===== src/rtl/sram_load_ctrl_if.sv =====
// Stream-in handshake plus the SRAM-facing address/data/mode bus of the loader.
interface sram_load_ctrl_if #(
  parameter int ADDRW = 19,
  parameter int DATAW = 32
);
  logic                 in_valid;
  logic [DATAW-1:0]     in_data;
  logic                 in_ready;
  logic [ADDRW-1:0]     SRAM_ADDR_Stream;
  logic [2*DATAW-1:0]   SRAM_DATA_IN_Stream;
  logic                 mode_R1_W0;

  modport master (
    output in_valid, in_data,
    input  in_ready, SRAM_ADDR_Stream, SRAM_DATA_IN_Stream, mode_R1_W0
  );

  modport slave (
    input  in_valid, in_data,
    output in_ready, SRAM_ADDR_Stream, SRAM_DATA_IN_Stream, mode_R1_W0
  );
endinterface


===== src/rtl/sram_load_ctrl.sv =====
// Packs pairs of stream words into {high, low} lines and writes them to
// sequential SRAM addresses, holding write mode for WR_CYCLES per line.
module sram_load_ctrl #(
  parameter int          ADDRW     = 19,
  parameter int          DATAW     = 32,
  parameter int          WR_CYCLES = 2,
  parameter int unsigned LAST_ADDR = 2**19-1
) (
  input  logic             CLK,
  input  logic             RSTn,
  input  logic             start,
  input  logic             abort,
  sram_load_ctrl_if.slave  bus,
  output logic             busy,
  output logic             done,
  output logic [ADDRW:0]   wr_count
);
  typedef enum logic [2:0] {
    S_IDLE  = 3'd0,
    S_LOW   = 3'd1,
    S_HIGH  = 3'd2,
    S_WRITE = 3'd3,
    S_DONE  = 3'd4
  } state_e;

  localparam logic [ADDRW-1:0] LAST     = ADDRW'(LAST_ADDR);
  localparam logic [3:0]       CNT_INIT = 4'(WR_CYCLES - 1);
  localparam logic [ADDRW:0]   WR_MAX   = {1'b1, {ADDRW{1'b0}}};

  state_e               state_q, state_d;
  logic [ADDRW-1:0]     addr_q, addr_d;
  logic [2*DATAW-1:0]   data_q, data_d;
  logic [3:0]           cnt_q, cnt_d;
  logic [ADDRW:0]       wr_count_q, wr_count_d;
  logic                 mode_q, mode_d;
  logic                 pend_q, pend_d;
  logic                 done_q, done_d;
  logic                 busy_q, busy_d;
  logic                 rdy_q, rdy_d;
  logic                 xfer_s;
  logic                 reinit_s;

  assign xfer_s   = bus.in_valid && rdy_q;
  assign reinit_s = ((state_q == S_IDLE) || (state_q == S_DONE)) && (state_d == S_LOW);

  always_ff @(posedge CLK) begin
    if (!RSTn) begin
      state_q    <= S_IDLE;
      addr_q     <= '0;
      data_q     <= '0;
      cnt_q      <= 4'd0;
      wr_count_q <= '0;
      mode_q     <= 1'b1;
      pend_q     <= 1'b0;
      done_q     <= 1'b0;
      busy_q     <= 1'b0;
      rdy_q      <= 1'b0;
    end else begin
      state_q    <= state_d;
      addr_q     <= addr_d;
      data_q     <= data_d;
      cnt_q      <= cnt_d;
      wr_count_q <= wr_count_d;
      mode_q     <= mode_d;
      pend_q     <= pend_d;
      done_q     <= done_d;
      busy_q     <= busy_d;
      rdy_q      <= rdy_d;
    end
  end

  // A pending abort never shortens a write; it only redirects the exit from WRITE.
  always_comb begin
    state_d = state_q;
    case (state_q)
      S_IDLE:  if (start && !abort) state_d = S_LOW; else state_d = S_IDLE;
      S_LOW:   if (abort) state_d = S_IDLE; else if (xfer_s) state_d = S_HIGH; else state_d = S_LOW;
      S_HIGH:  if (abort) state_d = S_IDLE; else if (xfer_s) state_d = S_WRITE; else state_d = S_HIGH;
      S_WRITE: begin
        if (cnt_q != 4'd0)            state_d = S_WRITE;
        else if (addr_q == LAST)      state_d = S_DONE;
        else if (pend_q || abort)     state_d = S_IDLE;
        else                          state_d = S_LOW;
      end
      S_DONE:  if (abort) state_d = S_IDLE; else if (start) state_d = S_LOW; else state_d = S_DONE;
      default: state_d = S_IDLE;
    endcase
  end

  always_comb begin
    addr_d     = addr_q;
    data_d     = data_q;
    cnt_d      = cnt_q;
    wr_count_d = wr_count_q;
    mode_d     = mode_q;
    done_d     = done_q;
    case (state_q)
      S_LOW: begin
        if (state_d == S_HIGH) data_d[DATAW-1:0] = bus.in_data;
        else                   data_d = data_q;
      end
      S_HIGH: begin
        if (state_d == S_WRITE) begin
          data_d[2*DATAW-1:DATAW] = bus.in_data;
          mode_d                  = 1'b0;
          cnt_d                   = CNT_INIT;
        end else begin
          mode_d = 1'b1;
        end
      end
      S_WRITE: begin
        if (cnt_q == 4'd0) begin
          mode_d = 1'b1;
          if (wr_count_q != WR_MAX) wr_count_d = wr_count_q + (ADDRW+1)'(1);
          else                      wr_count_d = wr_count_q;
          if (state_d == S_LOW)     addr_d = addr_q + ADDRW'(1);
          else                      addr_d = addr_q;
          if (state_d == S_DONE)    done_d = 1'b1;
          else                      done_d = done_q;
        end else begin
          cnt_d = cnt_q - 4'd1;
        end
      end
      S_DONE: begin
        if (state_d == S_IDLE) done_d = 1'b0;
        else                   done_d = done_q;
      end
      default: mode_d = 1'b1;
    endcase
    if (reinit_s) begin
      addr_d     = '0;
      wr_count_d = '0;
      done_d     = 1'b0;
    end else begin
      addr_d = addr_d;
    end
  end

  always_comb begin
    if ((state_q == S_WRITE) && (state_d == S_WRITE)) pend_d = pend_q || abort;
    else                                              pend_d = 1'b0;
    busy_d = state_d inside {S_LOW, S_HIGH, S_WRITE};
    rdy_d  = state_d inside {S_LOW, S_HIGH};
  end

  assign bus.in_ready            = rdy_q;
  assign bus.SRAM_ADDR_Stream    = addr_q;
  assign bus.SRAM_DATA_IN_Stream = data_q;
  assign bus.mode_R1_W0          = mode_q;
  assign busy                    = busy_q;
  assign done                    = done_q;
  assign wr_count                = wr_count_q;
endmodule


===== src/flat_wrapper.sv =====
// flat-port wrapper written by rule: the top's interface ports become plain ports
module sram_load_ctrl_flat 
#(
  parameter int          ADDRW     = 19,
  parameter int          DATAW     = 32,
  parameter int          WR_CYCLES = 2,
  parameter int unsigned LAST_ADDR = 2**19-1
)
  (CLK, RSTn, start, abort, busy, done, wr_count, bus_in_valid, bus_in_data, bus_in_ready, bus_SRAM_ADDR_Stream, bus_SRAM_DATA_IN_Stream, bus_mode_R1_W0);
  sram_load_ctrl_if #(.ADDRW(ADDRW), .DATAW(DATAW)) bus_i ();
  input  logic CLK;
  input  logic RSTn;
  input  logic start;
  input  logic abort;
  output logic busy;
  output logic done;
  output logic [ADDRW:0] wr_count;
  input wire logic [$bits(bus_i.in_valid)-1:0] bus_in_valid;
  input wire logic [$bits(bus_i.in_data)-1:0] bus_in_data;
  output wire logic [$bits(bus_i.in_ready)-1:0] bus_in_ready;
  output wire logic [$bits(bus_i.SRAM_ADDR_Stream)-1:0] bus_SRAM_ADDR_Stream;
  output wire logic [$bits(bus_i.SRAM_DATA_IN_Stream)-1:0] bus_SRAM_DATA_IN_Stream;
  output wire logic [$bits(bus_i.mode_R1_W0)-1:0] bus_mode_R1_W0;
  assign bus_i.in_valid = bus_in_valid;
  assign bus_i.in_data = bus_in_data;
  assign bus_in_ready = bus_i.in_ready;
  assign bus_SRAM_ADDR_Stream = bus_i.SRAM_ADDR_Stream;
  assign bus_SRAM_DATA_IN_Stream = bus_i.SRAM_DATA_IN_Stream;
  assign bus_mode_R1_W0 = bus_i.mode_R1_W0;
  sram_load_ctrl #(.ADDRW(ADDRW), .DATAW(DATAW), .WR_CYCLES(WR_CYCLES), .LAST_ADDR(LAST_ADDR)) u_core (.CLK(CLK), .RSTn(RSTn), .start(start), .abort(abort), .bus(bus_i), .busy(busy), .done(done), .wr_count(wr_count));
endmodule

===== config.mk =====
export PLATFORM = sky130hd
export DESIGN_NAME = sram_load_ctrl_flat
export DESIGN_NICKNAME = d
export VERILOG_FILES = /design/src/rtl/sram_load_ctrl_if.sv /design/src/rtl/sram_load_ctrl.sv /design/src/flat_wrapper.sv
export SDC_FILE = /design/constraint.sdc
export NUM_CORES = 1
export LEC_CHECK = 0
export CORE_MARGIN = 5
export CORE_UTILIZATION = 50
export DETAILED_ROUTE_END_ITERATION = 6
export PLACE_DENSITY = 0.81
export SLEW_MARGIN = 10
export SYNTH_ARGS = -nofsm -noshare
export SYNTH_HDL_FRONTEND = slang
export SYNTH_SLANG_ARGS = --single-unit

===== constraint.sdc =====
create_clock -name CLK -period 3.5 [get_ports CLK]
set_input_delay 0.525 -clock CLK [delete_from_list [all_inputs] [get_ports CLK]]
set_output_delay 0.525 -clock CLK [all_outputs]
set_load 0.05 [all_outputs]

==> results.py, run 1 <==
metrics = {
    "placement": {
        "dp_hpwl_um": 9771,
        "dp_slack_ns": 0.5841,
        "gp_congestion": 0.8682,
        "port_buffers": 143,
    },
    "timing": {
        "fin_skew_ns": 0.01149,
        "relSlewSlack_pct": 46.52,
        "hold_violations": 0,
        "slew_violations": 0,
        "timing.final.ws_setup_ns": 0.5350,
        "min_period_over_period_pct": 84.71,
        "setup_tns_ns": 0,
        "grt_setup_unrepaired": "false",
        "fin_crit_ns": 2.965,
        "clock.fmax_mhz": 337.3,
        "finalSetupViolCount": 0,
        "worst_pin_slew_ns": 0.7987,
    },
    "worst_setup_path": {
        "worstPathRequired_ns": 3.91,
        "cp-start-kind": "flip-flop",
        "path_max_fanout": 11,
        "endpoint_kind": "flip-flop",
        "critPathKind": "reg2reg",
        "crit_arrival_ns": 3.38,
    },
    "cts": {
        "htreeDepth": 4,
        "cts_resized": 0,
        "postCtsSetupBuffers": 0,
        "clk_pin_slew_worst_paths_ns": 0.06,
        "insertion_delay_ns": 0.51,
        "cts_made_buffers": 17,
        "clockRootBuffer": "clkbuf_8",
        "cts_tree": "built",
        "cts_hold_buf": 0,
        "clock_path_buffers": 2,
        "clock-sinks": 115,
    },
    "global_route": {
        "grt_usage_pct": 24.42,
        "grtUsageMet3_pct": 5.872,
        "grt_max_degree": 53,
        "busiest_layer": "met2",
        "grt_use_met2_pct": 43.33,
        "grt_pass1_vias": 4984,
        "grt_pass1_wl_um": 23600,
        "grt_use_met1_pct": 28.66,
        "antenna_found_initial": 0,
        "grt_overflow": 0,
    },
    "drt": {
        "viasPerCell": 5.714,
        "wl_per_cell_um": 16.65,
        "dr_total_vias": 5000,
        "firstDrtPassIters": 7,
        "wl_um": 14570,
        "drc": 0,
        "drt-initial-drc-count": 308,
        "antenna_left": 0,
    },
    "synth": {
        "ys_top_cells_by_count": "nand2_1, dfxtp_1, a21oi_1",
        "synthDistinctLibCells": 51,
        "yosys.area.top_type": "dfxtp_1",
        "ys_seq_area_share_pct": 46.12,
        "synth-main-ff-cell": "dfxtp_1",
        "yosys_warnings": 0,
        "synth_edf_count": 0,
        "async_flop_share_pct": 0,
        "ys_top_cells_by_area": "dfxtp_1, nand2_1, a21oi_1",
        "synth_cells": 602,
        "syn_area_per_cell_um2": 8.293,
        "post-synth-top-area-fraction_pct": 46.12,
        "yosysMostFrequentCell": "nand2_1",
        "syn_area_mm2": 0.004992,
        "syn_nets": 644,
        "ys_ff_latch": 115,
    },
    "cells_and_area": {
        "nFillCells": 776,
        "layout.nets": 771,
        "area_growth_pct": 41.90,
        "drive_gt1_share_pct": 6.469,
        "post-route-util_pct": 72.48,
        "n_antenna_cell": 0,
    },
    "floorplan": {
        "rows": 36,
        "die_width_um": 109.9,
        "core_area_mm2": 0.009774,
        "start_util_pct": 51.08,
        "pin_count": 144,
        "fp.dieH_um": 109.9,
        "die-area_mm2": 0.01208,
    },
    "power_and_ir_drop": {
        "p_leak_nw": 2.294,
        "vdd.ir_drop.worst_uv": 360.9,
        "power.density_mw_per_mm2": 458.3,
    },
    "min_path": {
        "hp-class": "reg2reg",
    },
    "outcome": {
        "status": "finished clean",
    },
    "run": {
        "timing.max_cap.violations": 0,
    },
}
-- flip-flops by register name, indices dropped and copies added (netlist names) --
signal and count:
u_core.wr_count 20, u_core.bus.mode_R1_W0 1, u_core.done 1, u_core.pend_q 1, u_core.bus.in_ready 1, u_core.state_q 3
u_core.cnt_q 4, u_core.busy 1, u_core.bus.SRAM_ADDR_Stream 19, u_core.bus.SRAM_DATA_IN_Stream 64
-- worst max-delay path: stages (launching register included) --
cell	delay [ns]
dfxtp_1	0.31
inv_1	0.11
ha_1	0.18
or3b_4	0.40
nor2_1	0.51
o211ai_1	0.50
or4_1	0.62
a211oi_1	0.25
-- cells by family (layout without fill, tap and decap cells) --
family / count (synthesis) / count (layout) / share of synthesized area, %
compound gates: 145 / 145 / 18.55
xor+xnor: 16 / 16 / 2.807
fa+ha+maj: 5 / 5 / 1.253
buf+inv: 56 / 196 / 5.112
flops: 115 / 115 / 46.12
mux: 2 / 2 / 0.4010
simple gates: 263 / 263 / 25.76
-- cell usage in the layout (no fill, tap or decap), types with 4 or more instances in the layout --
| master | instances |
|---|---|
| and2_1 | 5 |
| and4_1 | 6 |
| or3_1 | 4 |
| buf_4 | 8 |
| nor2_1 | 9 |
| or4_1 | 21 |
| clkbuf_16 | 16 |
| nand3_1 | 13 |
| o211ai_1 | 4 |
| clkinv_4 | 5 |
| inv_1 | 11 |
| nand2_1 | 148 |
| nor3_1 | 22 |
| o21ai_0 | 4 |
| xor2_1 | 7 |
| dfxtp_1 | 115 |
| nand4_1 | 10 |
| o31ai_1 | 23 |
| clkdlybuf4s50_1 | 143 |
| bufinv_16 | 4 |
| ha_1 | 5 |
| and3_1 | 9 |
| a211oi_1 | 23 |
| a21oi_1 | 72 |
| xnor2_1 | 9 |
-- path summary, 6_finish.rpt --
| path | start | endpoint | slack, ns | cells past startpoint |
|---|---|---|---|---|
| setup / recovery | u_core.cnt_q[0] | u_core.wr_count[16] | 0.54 | 7 |
| hold / removal | u_core.bus.SRAM_DATA_IN_Stream[55] | u_core.bus.SRAM_DATA_IN_Stream[55] | 0.45 | 2 |
| setup reg to reg | u_core.cnt_q[0] | u_core.wr_count[16] | 0.54 | 7 |
| hold reg to reg | u_core.bus.SRAM_DATA_IN_Stream[55] | u_core.bus.SRAM_DATA_IN_Stream[55] | 0.45 | 2 |
-- report_power, final --
part	internal [mW]	switching [mW]	leakage, nW	total, mW
Sequential	1.31	0.00284	0.926	1.32
Clock	1.17	0.644	0.300	1.81
Combinational	0.0523	0.0690	1.07	0.121
-- per-layer routing --
| layer | wire length, um | share of wire (%) |
|---|---|---|
| met5 | 0 | 0 |
| met4 | 235 | 1.6 |
| met3 | 920 | 6.3 |
| met2 | 7496 | 51 |
| met1 | 5919 | 41 |
-- layout make-up --
type                       count  area, um^2  area share, %
clock inverter                14       202.7          2.861
inverter                      12       45.04         0.6358
tap                          133       166.4          2.349
sequential                   115        2302          32.50
multi-input combinational    431        2439          34.42
clock buffer                  18       417.9          5.899
timing repair buffer         152        1511          21.34
-- per-stage QoR --
| step | cell area (um^2) | hold slack (ns) | cells | total power, mW |
|---|---|---|---|---|
| after floorplan | 4992 | 0.4433 | 602 | 1.402 |
| after global routing | 7084 | 0.4728 | 875 | 3.339 |
| after detailed placement | 6464 | 0.4474 | 843 | 1.463 |
| after CTS | 7084 | 0.4561 | 875 | 3.259 |
| final | 7084 | 0.4533 | 875 | 3.247 |
| after global placement | 6464 | 0.4421 | 843 | 1.461 |
Note: power is estimated with default switching activity, not from simulation.
==> inputs of run 2 (changes only) <==
- CORE_UTILIZATION: 50 -> 48
- PLACE_DENSITY: 0.81 -> 0.78
- clock period: 3.5 -> 2.89 ns (I/O delays scaled with it)
==> results.py, run 2 (same netlist as run 1, synthesis figures left out) <==
metrics = {
    "outcome": {
        "status": "finished clean",
    },
    "run": {
        "timing.max_cap.violations": 0,
    },
    "worst_setup_path": {
        "worstPathRequired_ns": 3.30,
        "critPathKind": "reg2reg",
        "r2r_cells": 9,
        "endpoint_kind": "flip-flop",
        "cp_cell_sequence": "inv_1 > ha_1 > or3b_4 > nor2_1 > buf_4 > o211ai_1 > buf_4 > or4_1 > a211oi_1",
        "cpMaxStageDelayCell": "or4_1",
        "path_max_fanout": 13,
        "crit_arrival_ns": 2.85,
        "max_stage_delay_ns": 0.50,
        "cp-start-kind": "flip-flop",
        "cpMostUsedCell": "buf_4",
    },
    "floorplan": {
        "core_area_mm2": 0.01023,
        "fp.dieH_um": 112.0,
        "rows": 37,
        "die-area_mm2": 0.01254,
        "pin_count": 144,
        "start_util_pct": 48.80,
        "die_width_um": 112.0,
    },
    "timing": {
        "finalSetupViolCount": 0,
        "grt_setup_unrepaired": "false",
        "setup_tns_ns": 0,
        "min_period_over_period_pct": 84.24,
        "slew_violations": 0,
        "fin_skew_ns": 0.01355,
        "clock.fmax_mhz": 410.8,
        "fin_crit_ns": 2.435,
        "worst_pin_slew_ns": 0.6203,
        "relSlewSlack_pct": 58.29,
        "hold_violations": 0,
    },
    "cts": {
        "htreeDepth": 4,
        "cts_tree": "built",
        "cts_resized": 0,
        "insertion_delay_ns": 0.51,
        "clockRootBuffer": "clkbuf_8",
        "clock_path_buffers": 2,
        "clock-sinks": 115,
        "clk_pin_slew_worst_paths_ns": 0.06,
        "cts_made_buffers": 17,
        "postCtsSetupBuffers": 0,
        "cts_hold_buf": 0,
    },
    "placement": {
        "port_buffers": 143,
        "gp_congestion": 0.8069,
        "dp_hpwl_um": 9943,
        "placed_area_mm2": 0.006523,
    },
    "power_and_ir_drop": {
        "p_clk_share_pct": 52.0,
        "power_switching_share_pct": 23.06,
        "p_leak_nw": 2.284,
        "vdd.ir_drop.worst_uv": 338.5,
        "p_seq_share_pct": 43.8,
        "switching_power_uw": 838.3,
        "p_comb_share_pct": 4.2,
        "p_int_mw": 2.797,
        "power.density_mw_per_mm2": 514.3,
    },
    "cells_and_area": {
        "seqCellArea_mm2": 0.002302,
        "final_common_cell": "nand2_1",
        "nFillCells": 818,
        "largest_reg_flops": 64,
        "layout.nets": 775,
        "drive_gt1_share_pct": 7.105,
        "multiInputGateArea_mm2": 0.002439,
        "n_antenna_cell": 0,
        "final_cell_mix": "nand2_1, clkdlybuf4s50_1, dfxtp_1, a21oi_1",
        "design_area_mm2": 0.007069,
        "area_growth_pct": 41.60,
    },
    "global_route": {
        "grt_usage_pct": 22.33,
        "grt_pass1_vias": 4855,
        "grt_overflow": 0,
        "grt_pass1_wl_um": 23330,
        "antenna_found_initial": 0,
        "grt_max_degree": 51,
    },
    "drt": {
        "dr_total_vias": 4955,
        "wl_um": 14090,
        "wl_per_cell_um": 15.97,
        "drc": 0,
        "drt-initial-drc-count": 301,
        "antenna_left": 0,
        "firstDrtPassIters": 5,
        "viasPerCell": 5.618,
    },
    "min_path": {
        "hp-class": "reg2reg",
        "worstHoldPathCells": 2,
    },
}
[run 2: cell types whose count changed in the layout (fill, tap and decap cells not counted)]
cell	before	now
clkinvlp_4	1	4
buf_12	1	3
clkinv_4	5	3
bufinv_16	4	1
clkinv_2	1	4
buf_4	8	10
clkbuf_1	1	0
[run 2: final timing paths]
| check | to | slack [ns] | startpoint |
|---|---|---|---|
| hold / removal | u_core.bus.SRAM_DATA_IN_Stream[33] | 0.45 | u_core.bus.SRAM_DATA_IN_Stream[33] |
| hold reg to reg | u_core.bus.SRAM_DATA_IN_Stream[33] | 0.45 | u_core.bus.SRAM_DATA_IN_Stream[33] |
| setup reg to reg | u_core.wr_count[16] | 0.46 | u_core.cnt_q[0] |
| setup / recovery | u_core.wr_count[16] | 0.46 | u_core.cnt_q[0] |
[run 2: layout make-up]
class	count	share of cell area, %
sequential	115	32.57
clock inverter	15	1.876
timing repair buffer	156	22.16
multi-input combinational	431	34.50
tap	136	2.407
clock buffer	17	5.858
inverter	12	0.6372
[run 2: per-stage QoR]
step / total power, mW / instances / setup WS (ns) / utilization, % / hold slack, ns
floorplan: 1.698 / 602 / 0.3991 / - / 0.4433
global placement: 1.776 / 850 / 0.2448 / 63.75 / 0.4413
detailed placement: 1.777 / 850 / 0.2145 / 63.75 / 0.4453
CTS: 3.661 / 882 / 0.4387 / 69.10 / 0.4530
global route: 3.764 / 882 / 0.3075 / 69.10 / 0.4683
finish: 3.636 / 882 / 0.4555 / 69.10 / 0.4519
[run 2: power groups by stage]
stage	combinational (mW)	sequential, mW	clock (mW)
global route	0.162	1.59	2.01
detailed placement	0.149	1.63	0
floorplan	0.0623	1.64	0
global placement	0.149	1.63	0
finish	0.151	1.59	1.89
CTS	0.151	1.59	1.92
[run 2: layer usage]
layer	GRT usage [%]	vias up	share of wire [%]
met2	38.05	162	50
li1	-	2415	-
met1	27.41	2349	42
met3	6.087	29	5.5
met5	0	-	0
met4	7.212	0	2.0
[run 2: critical path, delay by kind of cell, from the launching register on]
family | cells | cell delay, ns
AO/OA/AOI/OAI | 2 | 0.36
AND/OR/NAND/NOR | 3 | 1.01
buffers and inverters | 3 | 0.49
adder cells (fa/ha/maj) | 1 | 0.17
flip-flops | 1 | 0.31
